**config.mk**
```make
export PLATFORM = sky130hd
export DESIGN_NAME = zigzag_encryption
export DESIGN_NICKNAME = d
export VERILOG_FILES = /design/src/rtl/zigzag_pkg.sv /design/src/rtl/zigzag_index_gen.sv /design/src/rtl/zigzag_encryption.sv
export SDC_FILE = /design/constraint.sdc
export NUM_CORES = 1
export LEC_CHECK = 0
export CORE_UTILIZATION = 40
export DETAILED_ROUTE_END_ITERATION = 12
export SLEW_MARGIN = 0
export SYNTH_ARGS = -nofsm -noshare
export SYNTH_HDL_FRONTEND = slang
export SYNTH_HIERARCHICAL = 1
export SYNTH_SLANG_ARGS = --single-unit
export TNS_END_PERCENT = 10
```
**constraint.sdc**
```tcl
create_clock -name clk -period 5.5 [get_ports clk]
set_input_delay 1.65 -clock clk [delete_from_list [all_inputs] [get_ports clk]]
set_output_delay 1.65 -clock clk [all_outputs]
set_load 0.02 [all_outputs]
```
**src/rtl/zigzag_pkg.sv**
```systemverilog
// rtl/zigzag_pkg.sv - shared zigzag types, default parameters and start token
package zigzag_pkg;

  typedef enum logic [1:0] {
    COLLECT = 2'd0,
    SETUP   = 2'd1,
    EMIT    = 2'd2
  } zz_state_t;

  localparam int ZZ_D_WIDTH       = 8;
  localparam int ZZ_KEY_WIDTH     = 16;
  localparam int ZZ_MAX_NOF_CHARS = 50;

  localparam logic [7:0] ZZ_START_TOKEN = 8'hFA;

endpackage

```
**src/rtl/zigzag_index_gen.sv**
```systemverilog
// rtl/zigzag_index_gen.sv - next buffer index, row and last-flag for zigzag readout
module zigzag_index_gen
  import zigzag_pkg::*;
#(
  parameter int KEY_WIDTH = ZZ_KEY_WIDTH
) (
  input  logic [KEY_WIDTH-1:0] key_q,
  input  logic [KEY_WIDTH-1:0] n,
  input  logic [KEY_WIDTH-1:0] row,
  input  logic [KEY_WIDTH-1:0] idx,
  output logic [KEY_WIDTH-1:0] next_idx,
  output logic [KEY_WIDTH-1:0] next_row,
  output logic                 last
);

  logic [KEY_WIDTH-1:0] nof_rows;
  logic [KEY_WIDTH-1:0] step;
  logic [KEY_WIDTH-1:0] cand;
  logic [KEY_WIDTH-1:0] row_inc;

  always_comb begin
    nof_rows = KEY_WIDTH'(1);
    step     = KEY_WIDTH'(1);
    if (key_q == KEY_WIDTH'(2)) begin
      nof_rows = KEY_WIDTH'(2);
      step     = KEY_WIDTH'(2);
    end else if (key_q == KEY_WIDTH'(3)) begin
      // Middle rail of a 3-rail zigzag holds every odd index; outer rails repeat every 4.
      nof_rows = KEY_WIDTH'(3);
      step     = (row == KEY_WIDTH'(1)) ? KEY_WIDTH'(2) : KEY_WIDTH'(4);
    end
    cand    = idx + step;
    row_inc = row + KEY_WIDTH'(1);
    // Row r starts at index r, so a row past n means every remaining row is empty.
    last    = (cand >= n) && ((row_inc >= nof_rows) || (row_inc >= n));
    if (cand < n) begin
      next_idx = cand;
      next_row = row;
    end else begin
      next_idx = row_inc;
      next_row = row_inc;
    end
  end

endmodule

```
**src/rtl/zigzag_encryption.sv**
```systemverilog
// rtl/zigzag_encryption.sv - rail-fence (zigzag) encryptor, buffers plaintext until token
// Optional overflow flag output ovf_o enabled by ZIGZAG_ENCRYPTION_OVF_EN.
module zigzag_encryption
  import zigzag_pkg::*;
#(
  parameter int                  D_WIDTH                = ZZ_D_WIDTH,
  parameter int                  KEY_WIDTH              = ZZ_KEY_WIDTH,
  parameter int                  MAX_NOF_CHARS          = ZZ_MAX_NOF_CHARS,
  parameter logic [D_WIDTH-1:0]  START_ENCRYPTION_TOKEN = D_WIDTH'(ZZ_START_TOKEN)
) (
  input  logic                 clk,
  input  logic                 rst,
  input  logic [D_WIDTH-1:0]   data_i,
  input  logic                 valid_i,
  input  logic [KEY_WIDTH-1:0] key,
  output logic                 busy,
  output logic [D_WIDTH-1:0]   data_o,
  output logic                 valid_o
`ifdef ZIGZAG_ENCRYPTION_OVF_EN
  ,
  output logic                 ovf_o
`endif
);

  localparam int ADDR_W = (MAX_NOF_CHARS > 1) ? $clog2(MAX_NOF_CHARS) : 1;
  localparam logic [KEY_WIDTH-1:0] N_MAX = KEY_WIDTH'(MAX_NOF_CHARS);

  zz_state_t state_q, state_d;

  logic [D_WIDTH-1:0]   buf_q [MAX_NOF_CHARS];
  logic [KEY_WIDTH-1:0] n_q, key_q, row_q, idx_q;
  logic [KEY_WIDTH-1:0] next_row, next_idx;
  logic                 last;
  logic                 take_char, take_token;

  assign take_char  = (state_q == COLLECT) && valid_i && (data_i != START_ENCRYPTION_TOKEN);
  assign take_token = (state_q == COLLECT) && valid_i && (data_i == START_ENCRYPTION_TOKEN)
                      && (n_q != '0);

  zigzag_index_gen #(
    .KEY_WIDTH (KEY_WIDTH)
  ) u_index_gen (
    .key_q    (key_q),
    .n        (n_q),
    .row      (row_q),
    .idx      (idx_q),
    .next_idx (next_idx),
    .next_row (next_row),
    .last     (last)
  );

  always_ff @(posedge clk) begin
    if (rst) state_q <= COLLECT;
    else     state_q <= state_d;
  end

  always_comb begin
    state_d = state_q;
    case (state_q)
      COLLECT: if (take_token) state_d = SETUP;
      SETUP:   state_d = EMIT;
      EMIT:    if (last) state_d = COLLECT;
      default: state_d = COLLECT;
    endcase
  end

  always_ff @(posedge clk) begin
    if (rst) begin
      n_q   <= '0;
      key_q <= '0;
      row_q <= '0;
      idx_q <= '0;
      busy  <= 1'b0;
      for (int i = 0; i < MAX_NOF_CHARS; i++) buf_q[i] <= '0;
    end else begin
      case (state_q)
        COLLECT: begin
          if (take_char && (n_q != N_MAX)) begin
            buf_q[n_q[ADDR_W-1:0]] <= data_i;
            n_q <= n_q + KEY_WIDTH'(1);
          end
          if (take_token) begin
            key_q <= key;
            busy  <= 1'b1;
          end
        end
        SETUP: begin
          row_q <= '0;
          idx_q <= '0;
        end
        EMIT: begin
          if (last) begin
            busy <= 1'b0;
            n_q  <= '0;
            for (int i = 0; i < MAX_NOF_CHARS; i++) buf_q[i] <= '0;
          end else begin
            row_q <= next_row;
            idx_q <= next_idx;
          end
        end
        default: ;
      endcase
    end
  end

  assign valid_o = (state_q == EMIT);
  assign data_o  = valid_o ? buf_q[idx_q[ADDR_W-1:0]] : '0;

`ifdef ZIGZAG_ENCRYPTION_OVF_EN
  logic ovf_q;

  always_ff @(posedge clk) begin
    if (rst)                                ovf_q <= 1'b0;
    else if (take_char && (n_q == N_MAX))   ovf_q <= 1'b1;
    else if ((state_q == EMIT) && last)     ovf_q <= 1'b0;
  end

  assign ovf_o = ovf_q;
`endif

endmodule

```
=== After elaboration in Yosys (flattened, before gate mapping) ===
Memory sizes are Yosys's and may differ from the RTL's. A register that Yosys moved wholly into a read port is not among the register bits.
Index checks and enable logic that the tools add are counted.

* Add/subtract/negate cells: 3
* Order comparisons: 4
* Eq/ne operators: 13
* Multiplexer cells: 86
* Bitwise operators: 50
* Reduce and logical (&&, ||, !) cells: 18

{| class="wikitable"
|+ Operators by type and width
! operator !! number
|-
| 8-bit 2-to-1 mux || 52
|-
| 16-bit 2-to-1 mux || 9
|-
| 16-bit case mux with 2 select lines || 3
|-
| 1-bit OR || 50
|-
| 16-bit >= comparator || 3
|-
| 16-bit by 1-bit adder with 16-bit output (second input constant) || 2
|-
| 16-bit by 2-bit == test with 1-bit output (second input constant) || 2
|-
| 6-bit 2-to-1 mux || 3
|-
| 16-bit adder || 1
|-
| 16-bit by 1-bit == test with 1-bit output (second input constant) || 1
|-
| 16-bit less-than comparator || 1
|-
| 16-bit by 6-bit inequality test with 1-bit output (second input constant) || 1
|-
| 16-bit nonzero test || 1
|-
| 1-bit 2-to-1 mux || 13
|-
| 3-bit AND reduction || 3
|-
| 8-bit == test (second input constant) || 1
|-
| 8-bit inequality test (second input constant) || 1
|-
| 8-bit OR reduction || 1
|-
| 1-bit logical AND || 6
|-
| 2-bit 2-to-1 mux || 3
|-
| 2-bit inequality test (second input constant) || 3
|-
| 2-bit case mux with 3 select lines || 1
|-
| 2-bit AND reduction || 3
|-
| 2-bit by 1-bit inequality test with 1-bit output (second input constant) || 2
|-
| other kinds (7) || 8
|}

* Flip-flop bits (word level): 67
* Bits in writable memories: 400
* Bits of input ports: 27
* Output and inout bits: 10
* Memories: 1

{| class="wikitable"
|+ Memory list
! memory !! words !! bits a word !! read ports !! clocked after memory_dff !! wr ports !! line !! source
|-
| buf_q || 50 || 8 || 1 || 1 || 50 || zigzag_encryption.sv:30 || <nowiki>logic [D_WIDTH-1:0] buf_q [MAX_NOF_CHARS];</nowiki>
|}

=== Longest topological paths before layout ===
Gate-level depths: netlist (run 1).

* Word-level depth: 13
* Depth in mapped cells: 24

=== Hierarchy ===
Netlist (run 1), hierarchy kept.

{| class="wikitable"
|+ Modules (own cells, without submodules)
! module !! times used !! cells each !! area each (um^2)
|-
| zigzag_encryption || 1 || 1741 || 25624.6
|-
| zigzag_index_gen || 1 || 279 || 2152.1
|}

=== Least setup slack after synthesis (run 1) ===
No wires, ideal clock.

* Kind: reg2reg
* Start: register row_q[0]
* End: memory buf_q[10][0] (netlist bit) (enable)
* Arrival time: 4.565 ns
* Setup slack: 0.577 ns
* Stages on the path, launching flop included: 22
* Path buffers: 2
* Cells stage by stage: dfxtp_1 > ha_1 > nor4b_1 > nand4_1 > a21oi_1 > inv_1 > fa_1 > nand2b_1 > a21oi_1 > and3_1 > nand2_1 > xnor2_1 > ha_1 > a21o_1 > a21oi_1 > o31ai_4 > buf_2 > nor2_1 > a41oi_2 > a21oi_1 > clkbuf_1 > o21ai_0

{| class="wikitable"
|+ RTL lines
! what !! line !! source
|-
| from (decl) || zigzag_encryption.sv:31 || <nowiki>logic [KEY_WIDTH-1:0] n_q, key_q, row_q, idx_q;</nowiki>
|-
| from (signal assigned) || zigzag_encryption.sv:97 || <nowiki>row_q <= next_row;</nowiki>
|-
| to (decl) || zigzag_encryption.sv:30 ||
|}

==> run_results.csv, run 1 <==
group,metric,value,unit
status,status,"finished clean",
sta,final-setup-viol-count,0,
sta,period_minus_slack,5.340,ns
critical_path,crit_family,"buffers and inverters",
sta,rsz0062_at_grt,"no",
grt,antenna_found_initial,0,
die,row_count,96,
synth,yosys.area.top_type,"edfxtp_1",
drt,wl_per_cell,23.55,um
sta,max_freq,187.3,MHz
drt,first_iter_violations,1807,
drt,vias,17000,
drt,first_pass_iters,8,
drt,vias_per_cell,5.515,
synth,synth_common_cells,"edfxtp_1, and2_1, nor2_1",
clock_network,clockBufferDepth,3,
critical_path,cp-endpoint,"data_o[5]",
clock_network,clock-sinks,585,
critical_path,cp_cell_sequence,"buf_12 > buf_12 > mux4_2 > nor2_1 > nor2_1 > nor2_1 > o41ai_1 > clkdlybuf4s50_1",
hold_path,hold_path.class,"register to register",
sta,hold-worst-slack,0.4940,ns
cells_and_area,antenna_cells,0,
clock_network,clkLatencyLatePin,0.61,ns
critical_path,rr_endpoint,"n_q[10]",
critical_path,cp.depth,8,
sta,finalMaxSlewViolations,0,
clock_network,cts_buffers,67,
pwr,p_leak,0.01129,uW
sta,hold_violations,0,
placement,port-buffer-count,36,
sta,worstMarginPinSlew,1.207,ns
die,die_w,265.5,um
synth,synth.area.top_cells,"edfxtp_1, mux4_2, and2_1",
clock_network,hold_buffers,0,
drt,post-route-drc-count,0,
clock_network,cts_max_level,3,
critical_path,arrival,3.69,ns
synth,synth_cell_types,79,
critical_path,path_max_fanout,37,
synth,synthArstFlopShare,0,%
sta,fin_worst_skew,0.03153,ns
cells_and_area,area_delta_synth_final,14.40,%
critical_path,r2r-start,"key_q[9]",
die,die_area,70500,um^2
clock_network,cts_tree,"done",
synth,syn_avg_cell_area,13.75,um^2
grt,grt_pass1_wl,109200,um
grt,grt_pass1_vias,17160,
pwr,power_per_cell_area,302.9,nW/um^2
grt,grt_max_degree,65,
placement,dp_hpwl,47360,um
die,dieHeight,265.5,um
grt,grt_usage,20.83,%
drt,routed_wl,72620,um
cells_and_area,multi_input_area,10230,um^2
placement,gp_congestion,0.8850,
sta,setup-tns-final,0,ns
critical_path,r2r_cells,21,
critical_path,path_class,"register to output port",
synth,ys_ff_latch,585,
clock_network,clkTransAtPathRegs,0.06,ns
synth,synth.most_common_cell,"edfxtp_1",
pwr,worst_ir_drop_vdd,0.1876,mV
grt,globalRouteOverflowTotal,0,
critical_path,cp_num_buf_inv,3,
sta,period_share,97.10,%
die,io_pins,37,
synth,synth_cells,2020,
critical_path,cp.required,3.85,ns
critical_path,r2r_setup_slack,0.33,ns
cells_and_area,nFillCells,6030,
critical_path,end_kind,"output port",
die,initial_utilization,40.43,%
synth,synth_ff_type,"edfxtp_1",
synth,synth_edf_count,512,
synth,synth.yosys.seq_area_share,60.61,%
synth,ys.warnings.count,6,
die,core_area,68710,um^2
synth,syn-num-nets,2090,
critical_path,critPathMostFrequentCell,"nor2_1",
cells_and_area,regArea,16850,um^2
critical_path,critPathLaunchType,"register",
clock_network,cts_root_buf,"clkbuf_16",
sta,relSlewSlack,19.50,%
job,drv_cap,0,
synth,synth.top_cell.area_share,55.35,%
cells_and_area,drive_above_1_share,18.68,%
drt,final_antenna_net_count,0,
synth,syn_area,27780,um^2
critical_path,max_stage_delay,0.73,ns
critical_path,cp_slowest_cell,"clkdlybuf4s50_1",
cells_and_area,final_nets,2169,
-- flip-flops by register name (all words and copies together), names as in the netlist, named ones only --
| name | cells |
|---|---|
| state_q | 2 |
| busy | 1 |
| idx_q | 16 |
| n_q | 16 |
| row_q | 16 |
| buf_q | 512 |
| key_q | 16 |
-- where the power goes --
group,internal (uW),switching [uW]
Clock,2480,1840
Sequential,4920,45.4
Combinational,114,230
Total,7510,2110
-- layout make-up --
class / instances / share of cell area (%)
Sequential cell: 585 / 53.02
Multi-Input combinational cell: 1255 / 32.20
Clock buffer: 78 / 5.469
Timing Repair Buffer: 152 / 3.969
Tap cell: 931 / 3.666
Clock inverter: 44 / 1.221
Inverter: 38 / 0.4489
-- layer usage --
layer	share of wire (%)	wire length, um	track usage [%]
met5	0	0	0
met4	2.7	1954	5.733
met3	6.8	4963	3.823
met2	48	34680	33.91
met1	43	31010	28.57
-- cells in the final DEF (no fill, tap or decap), types with 11 or more instances in the layout --
| cell type | n |
|---|---|
| a21oi_1 | 34 |
| a22oi_1 | 40 |
| and2_1 | 402 |
| buf_4 | 110 |
| clkbuf_16 | 67 |
| clkdlybuf4s50_1 | 27 |
| clkinv_1 | 19 |
| clkinv_2 | 11 |
| dfxtp_1 | 69 |
| edfxtp_1 | 512 |
| ha_1 | 42 |
| inv_1 | 37 |
| mux2_1 | 15 |
| mux2i_1 | 36 |
| mux4_2 | 127 |
| nand2_1 | 47 |
| nand3_1 | 32 |
| nor2_1 | 137 |
| nor2_2 | 17 |
| o21ai_0 | 86 |
| o22ai_1 | 19 |
| o31ai_1 | 15 |
| xnor2_1 | 30 |
| xor2_1 | 12 |
-- metrics by stage --
| stage | worst slack, ns | std cells | instance area (um^2) | power [uW] | util [%] |
|---|---|---|---|---|---|
| 2_1_floorplan | 0.5768 | 2020 | 27780 | 5203 | - |
| 3_3_place_gp | 0.2209 | 2959 | 29610 | 5393 | 43.10 |
| 3_5_place_dp | 0.02917 | 2959 | 29610 | 5404 | 43.10 |
| 4_1_cts | 0.03160 | 3082 | 31740 | 9694 | 46.20 |
| 5_1_grt | 0.02513 | 3083 | 31780 | 9888 | 46.25 |
| 6_report | 0.1597 | 3083 | 31780 | 9626 | 46.25 |
-- what timing repair did --
item,4_1_cts,5_1_grt
gates resized for setup,0,6
setup endpoints to repair,6,384
pin swaps,1,0
buffers inserted,1,1
-- kinds of logic after synthesis --
group           after synthesis  share of synthesized area, %
compound gates              253                         5.797
fa+ha+maj                    43                         1.964
xor+xnor                     44                         1.441
simple gates                735                         15.21
flops                       585                         60.61
buf+inv                     180                         2.689
mux                         180                         12.28
-- worst min-delay path by stage --
stage	from	end	slack (ns)	cells after the start
4_1_cts	key_q[1]	key_q[1]	0.50	2
5_1_grt	key_q[10]	key_q[10]	0.53	2
2_1_floorplan	key_q[1]	key_q[1]	0.46	2
6_report	key_q[1]	key_q[1]	0.49	2
3_3_place_gp	key_q[1]	key_q[1]	0.47	2
3_5_place_dp	key_q[1]	key_q[1]	0.48	2
-- worst reg2reg max path, cell delays in order (launching register included) --
cell,delay (ns)
dfxtp_1,0.31
nor4_1,0.41
nand4_1,0.27
a21oi_1,0.24
inv_1,0.08
fa_1,0.40
nand2b_1,0.20
a21oi_2,0.24
and3_1,0.23
nand2_1,0.09
xnor2_1,0.15
ha_1,0.31
nand3_1,0.14
nor2_1,0.12
o2111ai_1,0.18
a31oi_1,0.19
nor2_1,0.08
a41oi_2,0.34
a22oi_1,0.15
buf_4,0.24
or4_1,0.52
a21oi_1,0.18
(Power assumes the default switching activity.)
==> inputs of run 2 (changes only) <==
--- a/constraint.sdc
+++ b/constraint.sdc
@@ -3,2 +3,2 @@
 set_output_delay 1.65 -clock clk [all_outputs]
-set_load 0.02 [all_outputs]
+set_load 0.05 [all_outputs]
==> run_results.csv, run 2 (synthesis results as in run 1) <==
group,metric,value,unit
status,status,"finished clean",
clock_network,cts_root_buf,"clkbuf_16",
placement,dp_hpwl,47600,um
sta,finalMaxSlewViolations,0,
cells_and_area,regArea,16850,um^2
grt,globalRouteOverflowTotal,0,
drt,final_antenna_net_count,0,
sta,period_minus_slack,5.380,ns
sta,fin_ws,0.1197,ns
die,io_pins,37,
clock_network,clockBufferDepth,3,
clock_network,clkLatencyLatePin,0.66,ns
drt,routed_wl,73310,um
pwr,worst_ir_drop_vdd,0.2346,mV
grt,grt_pass1_wl,109200,um
critical_path,arrival,3.73,ns
sta,final-setup-viol-count,0,
cells_and_area,final_nets,2175,
critical_path,critPathLaunchType,"register",
job,drv_cap,0,
placement,dp_worst_setup_slack,0.009154,ns
clock_network,clkTransAtPathRegs,0.06,ns
drt,first_iter_violations,1822,
clock_network,cts_buffers,61,
cells_and_area,top_register,"buf_q",
clock_network,clock-sinks,585,
cells_and_area,largest_reg_flops,512,
die,die_area,70500,um^2
sta,relSlewSlack,18.57,%
sta,period_share,97.82,%
die,core_area,68710,um^2
pwr,p_leak,0.01134,uW
clock_network,hold_buffers,0,
cells_and_area,most-common-layout-cells,"edfxtp_1, and2_1, nor2_1",
pwr,power_per_cell_area,297.6,nW/um^2
clock_network,cts_tree,"done",
cells_and_area,multi_input_area,10210,um^2
die,dieHeight,265.5,um
placement,port-buffer-count,36,
die,die_w,265.5,um
sta,hold-worst-slack,0.4983,ns
drt,post-route-drc-count,0,
placement,place_inst,2967,
critical_path,path_max_fanout,23,
cells_and_area,mostFrequentLayoutCell,"edfxtp_1",
sta,worstMarginPinSlew,1.221,ns
critical_path,path_class,"register to output port",
grt,grt_usage,20.77,%
drt,vias_per_cell,5.502,
cells_and_area,area_delta_synth_final,14.31,%
die,row_count,96,
clock_network,cts_max_level,2,
critical_path,cp.required,3.85,ns
cells_and_area,instances_no_fill,3083,
drt,vias,16960,
cells_and_area,drive_above_1_share,18.87,%
drt,wl_per_cell,23.78,um
sta,hold_violations,0,
drt,first_pass_iters,7,
cells_and_area,nFillCells,6114,
sta,max_freq,185.9,MHz
grt,grt_pass1_vias,16880,
hold_path,hold_path.class,"register to register",
critical_path,end_kind,"output port",
cells_and_area,antenna_cells,0,
placement,gp_congestion,0.8841,
grt,antenna_found_initial,0,
sta,fin_worst_skew,0.04618,ns
die,initial_utilization,40.43,%
grt,grt_max_degree,65,
## run 2: cell type report
type / count / share of cell area [%]
tap: 931 / 3.669
sequential: 585 / 53.06
clock buffer: 71 / 4.926
multi-input combinational: 1255 / 32.17
clock inverter: 39 / 1.273
timing repair buffer: 164 / 4.453
inverter: 38 / 0.4492
## run 2: worst paths after layout
check	from	to	slack (ns)	cells after the start
setup / recovery	register	data_o[6]	0.12	7
hold / removal	key_q[1]	key_q[1]	0.50	2
setup reg to reg	row_q[1]	buf_q[47][2]	0.31	24
hold reg to reg	key_q[1]	key_q[1]	0.50	2
## run 2: what timing repair did
action | in CTS | in global routing
cloned | 0 | 1
pin swaps | 1 | 2
buffers inserted | 1 | 4
resized for setup | 1 | 5
endpoints found under the setup margin | 28 | 455
## run 2: metal layers
layer  track usage (%)  wire (um)  vias up
met4             6.561       2043        0
met1             29.42      32050     8616
li1                  -          -     7672
met5                 0          0        -
met2             33.47      34700      565
met3             2.370       4512      110
## run 2: where the power goes
part	switching, uW	internal, uW	total (uW)
combinational	234	115	348
sequential	45.4	4920	4970
clock	1780	2360	4130
total	2060	7390	9450
## run 2: stage by stage
stage	util [%]	area [um^2]	setup TNS, ns	power, uW
CTS	46.12	31680	0	9497
finish	46.21	31750	0	9449
detailed placement	43.21	29690	0	5402
global placement	43.21	29690	0	5394
global route	46.21	31750	-0.9405	9685
floorplan	-	27780	0	5203
## run 2: critical path, stage by stage (launching register included)
cell	delay (ns)
dfxtp_4	0.61
buf_12	0.26
mux4_2	0.34
mux2i_1	0.26
a21oi_1	0.12
a211oi_1	0.44
o22ai_1	0.27
clkdlybuf4s50_1	0.76
==> inputs of run 3 (changes only) <==
CORE_UTILIZATION = 55   (was 40)
PLACE_DENSITY = 0.71   (was unset)
==> run_results.csv, run 3 (synthesis results as in run 1) <==
group,metric,value,unit
status,status,"finished clean",
critical_path,cp.required,3.85,ns
cells_and_area,largest_reg_flops,512,
critical_path,path_class,"register to output port",
cells_and_area,top_register,"buf_q",
die,row_count,81,
grt,globalRouteOverflowTotal,0,
sta,hold_violations,0,
sta,period_minus_slack,5.380,ns
drt,vias_per_cell,6.168,
grt,antenna_found_initial,0,
cells_and_area,drive_above_1_share,18.74,%
cells_and_area,antenna_cells,0,
sta,max_freq,185.9,MHz
placement,dp_hpwl,45340,um
drt,first_pass_iters,6,
die,dieHeight,226.7,um
grt,grt_pass1_wl,105300,um
placement,gp_congestion,0.8860,
cells_and_area,nFillCells,3573,
grt,grt_max_degree,65,
job,drv_cap,0,
pwr,worst_ir_drop_vdd,0.2534,mV
drt,routed_wl,70700,um
drt,wl_per_cell,25.26,um
drt,vias,17260,
critical_path,path_max_fanout,18,
sta,setup-tns-final,0,ns
critical_path,end_kind,"output port",
clock_network,clock-sinks,585,
clock_network,cts_max_level,2,
cells_and_area,multi_input_area,10250,um^2
critical_path,critPathLaunchType,"register",
sta,finalMaxSlewViolations,0,
die,initial_utilization,56.28,%
cells_and_area,fin_area,31310,um^2
clock_network,cts_root_buf,"clkbuf_16",
sta,worstMarginPinSlew,1.198,ns
sta,final-setup-viol-count,0,
cells_and_area,final_nets,2156,
pwr,power_per_cell_area,299.7,nW/um^2
drt,final_antenna_net_count,0,
grt,grt_usage,28.05,%
placement,port-buffer-count,36,
drt,post-route-drc-count,0,
cells_and_area,area_delta_synth_final,12.71,%
clock_network,cts_tree,"done",
clock_network,clkTransAtPathRegs,0.06,ns
grt,grt_pass1_vias,16960,
die,die_w,226.7,um
cells_and_area,regArea,16850,um^2
die,core_area,49360,um^2
die,io_pins,37,
sta,rsz0062_at_grt,"no",
cells_and_area,mostFrequentLayoutCell,"edfxtp_1",
pwr,p_leak,0.01120,uW
sta,relSlewSlack,20.14,%
sta,fin_worst_skew,0.03283,ns
critical_path,arrival,3.73,ns
placement,place_area,29290,um^2
drt,first_iter_violations,2099,
cells_and_area,most-common-layout-cells,"edfxtp_1, and2_1, nor2_1",
die,die_area,51410,um^2
clock_network,clkLatencyLatePin,0.63,ns
sta,period_share,97.82,%
clock_network,clockBufferDepth,3,
hold_path,hold_path.class,"register to register",
clock_network,cts_buffers,59,
-- run 3: layer usage --
metal	vias to the layer above	share of wire (%)	GRT usage (%)
met3	147	8.7	4.587
met1	8598	40	38.10
met5	-	0	0
li1	7639	-	-
met4	0	3.2	9.045
met2	879	48	46.25
-- run 3: cell type report --
class / instances / share of cell area, %
Sequential cell: 585 / 53.81
Multi-Input combinational cell: 1256 / 32.73
Clock buffer: 72 / 5.004
Timing Repair Buffer: 146 / 4.060
Tap cell: 664 / 2.654
Clock inverter: 38 / 1.287
Inverter: 38 / 0.4556
-- run 3: worst paths after layout --
path | end | cells past startpoint | startpoint | slack [ns]
worst max-delay path | data_o[3] | 5 | register | 0.12
worst min-delay path | key_q[1] | 2 | key_q[1] | 0.50
worst max register to register | buf_q[6][1] | 22 | row_q[1] | 0.34
worst min register to register | key_q[1] | 2 | key_q[1] | 0.50
-- run 3: what timing repair did --
item | CTS | global route
setup buffers | 0 | 1
hold buffers | 0 | 0
gates resized for setup | 0 | 17
endpoints found under the setup margin | 0 | 392
-- run 3: critical path, stage by stage, from the launching register on --
cell,delay [ns]
dfxtp_1,0.95
nand2b_1,0.46
o22ai_1,0.14
a211oi_1,0.43
o2bb2ai_1,0.24
clkdlybuf4s50_1,0.87
-- run 3: metrics by stage --
step,total power (uW),hold WS [ns],cells,worst slack (ns),util [%]
5_1_grt,9596,0.5349,2799,0.01169,63.43
2_1_floorplan,5203,0.4550,2020,0.5768,-
6_report,9383,0.4989,2799,0.1201,63.43
4_1_cts,9416,0.5043,2797,0.02221,63.34
3_5_place_dp,5392,0.4939,2687,0.1827,59.35
3_3_place_gp,5383,0.4726,2687,0.2426,59.35
-- run 3: where the power goes --
part	switching, uW	internal (uW)	leakage, uW	total (uW)
Combinational	230	108	0.00451	338
Clock	1720	2360	0.000959	4080
Sequential	47.7	4920	0.00573	4970
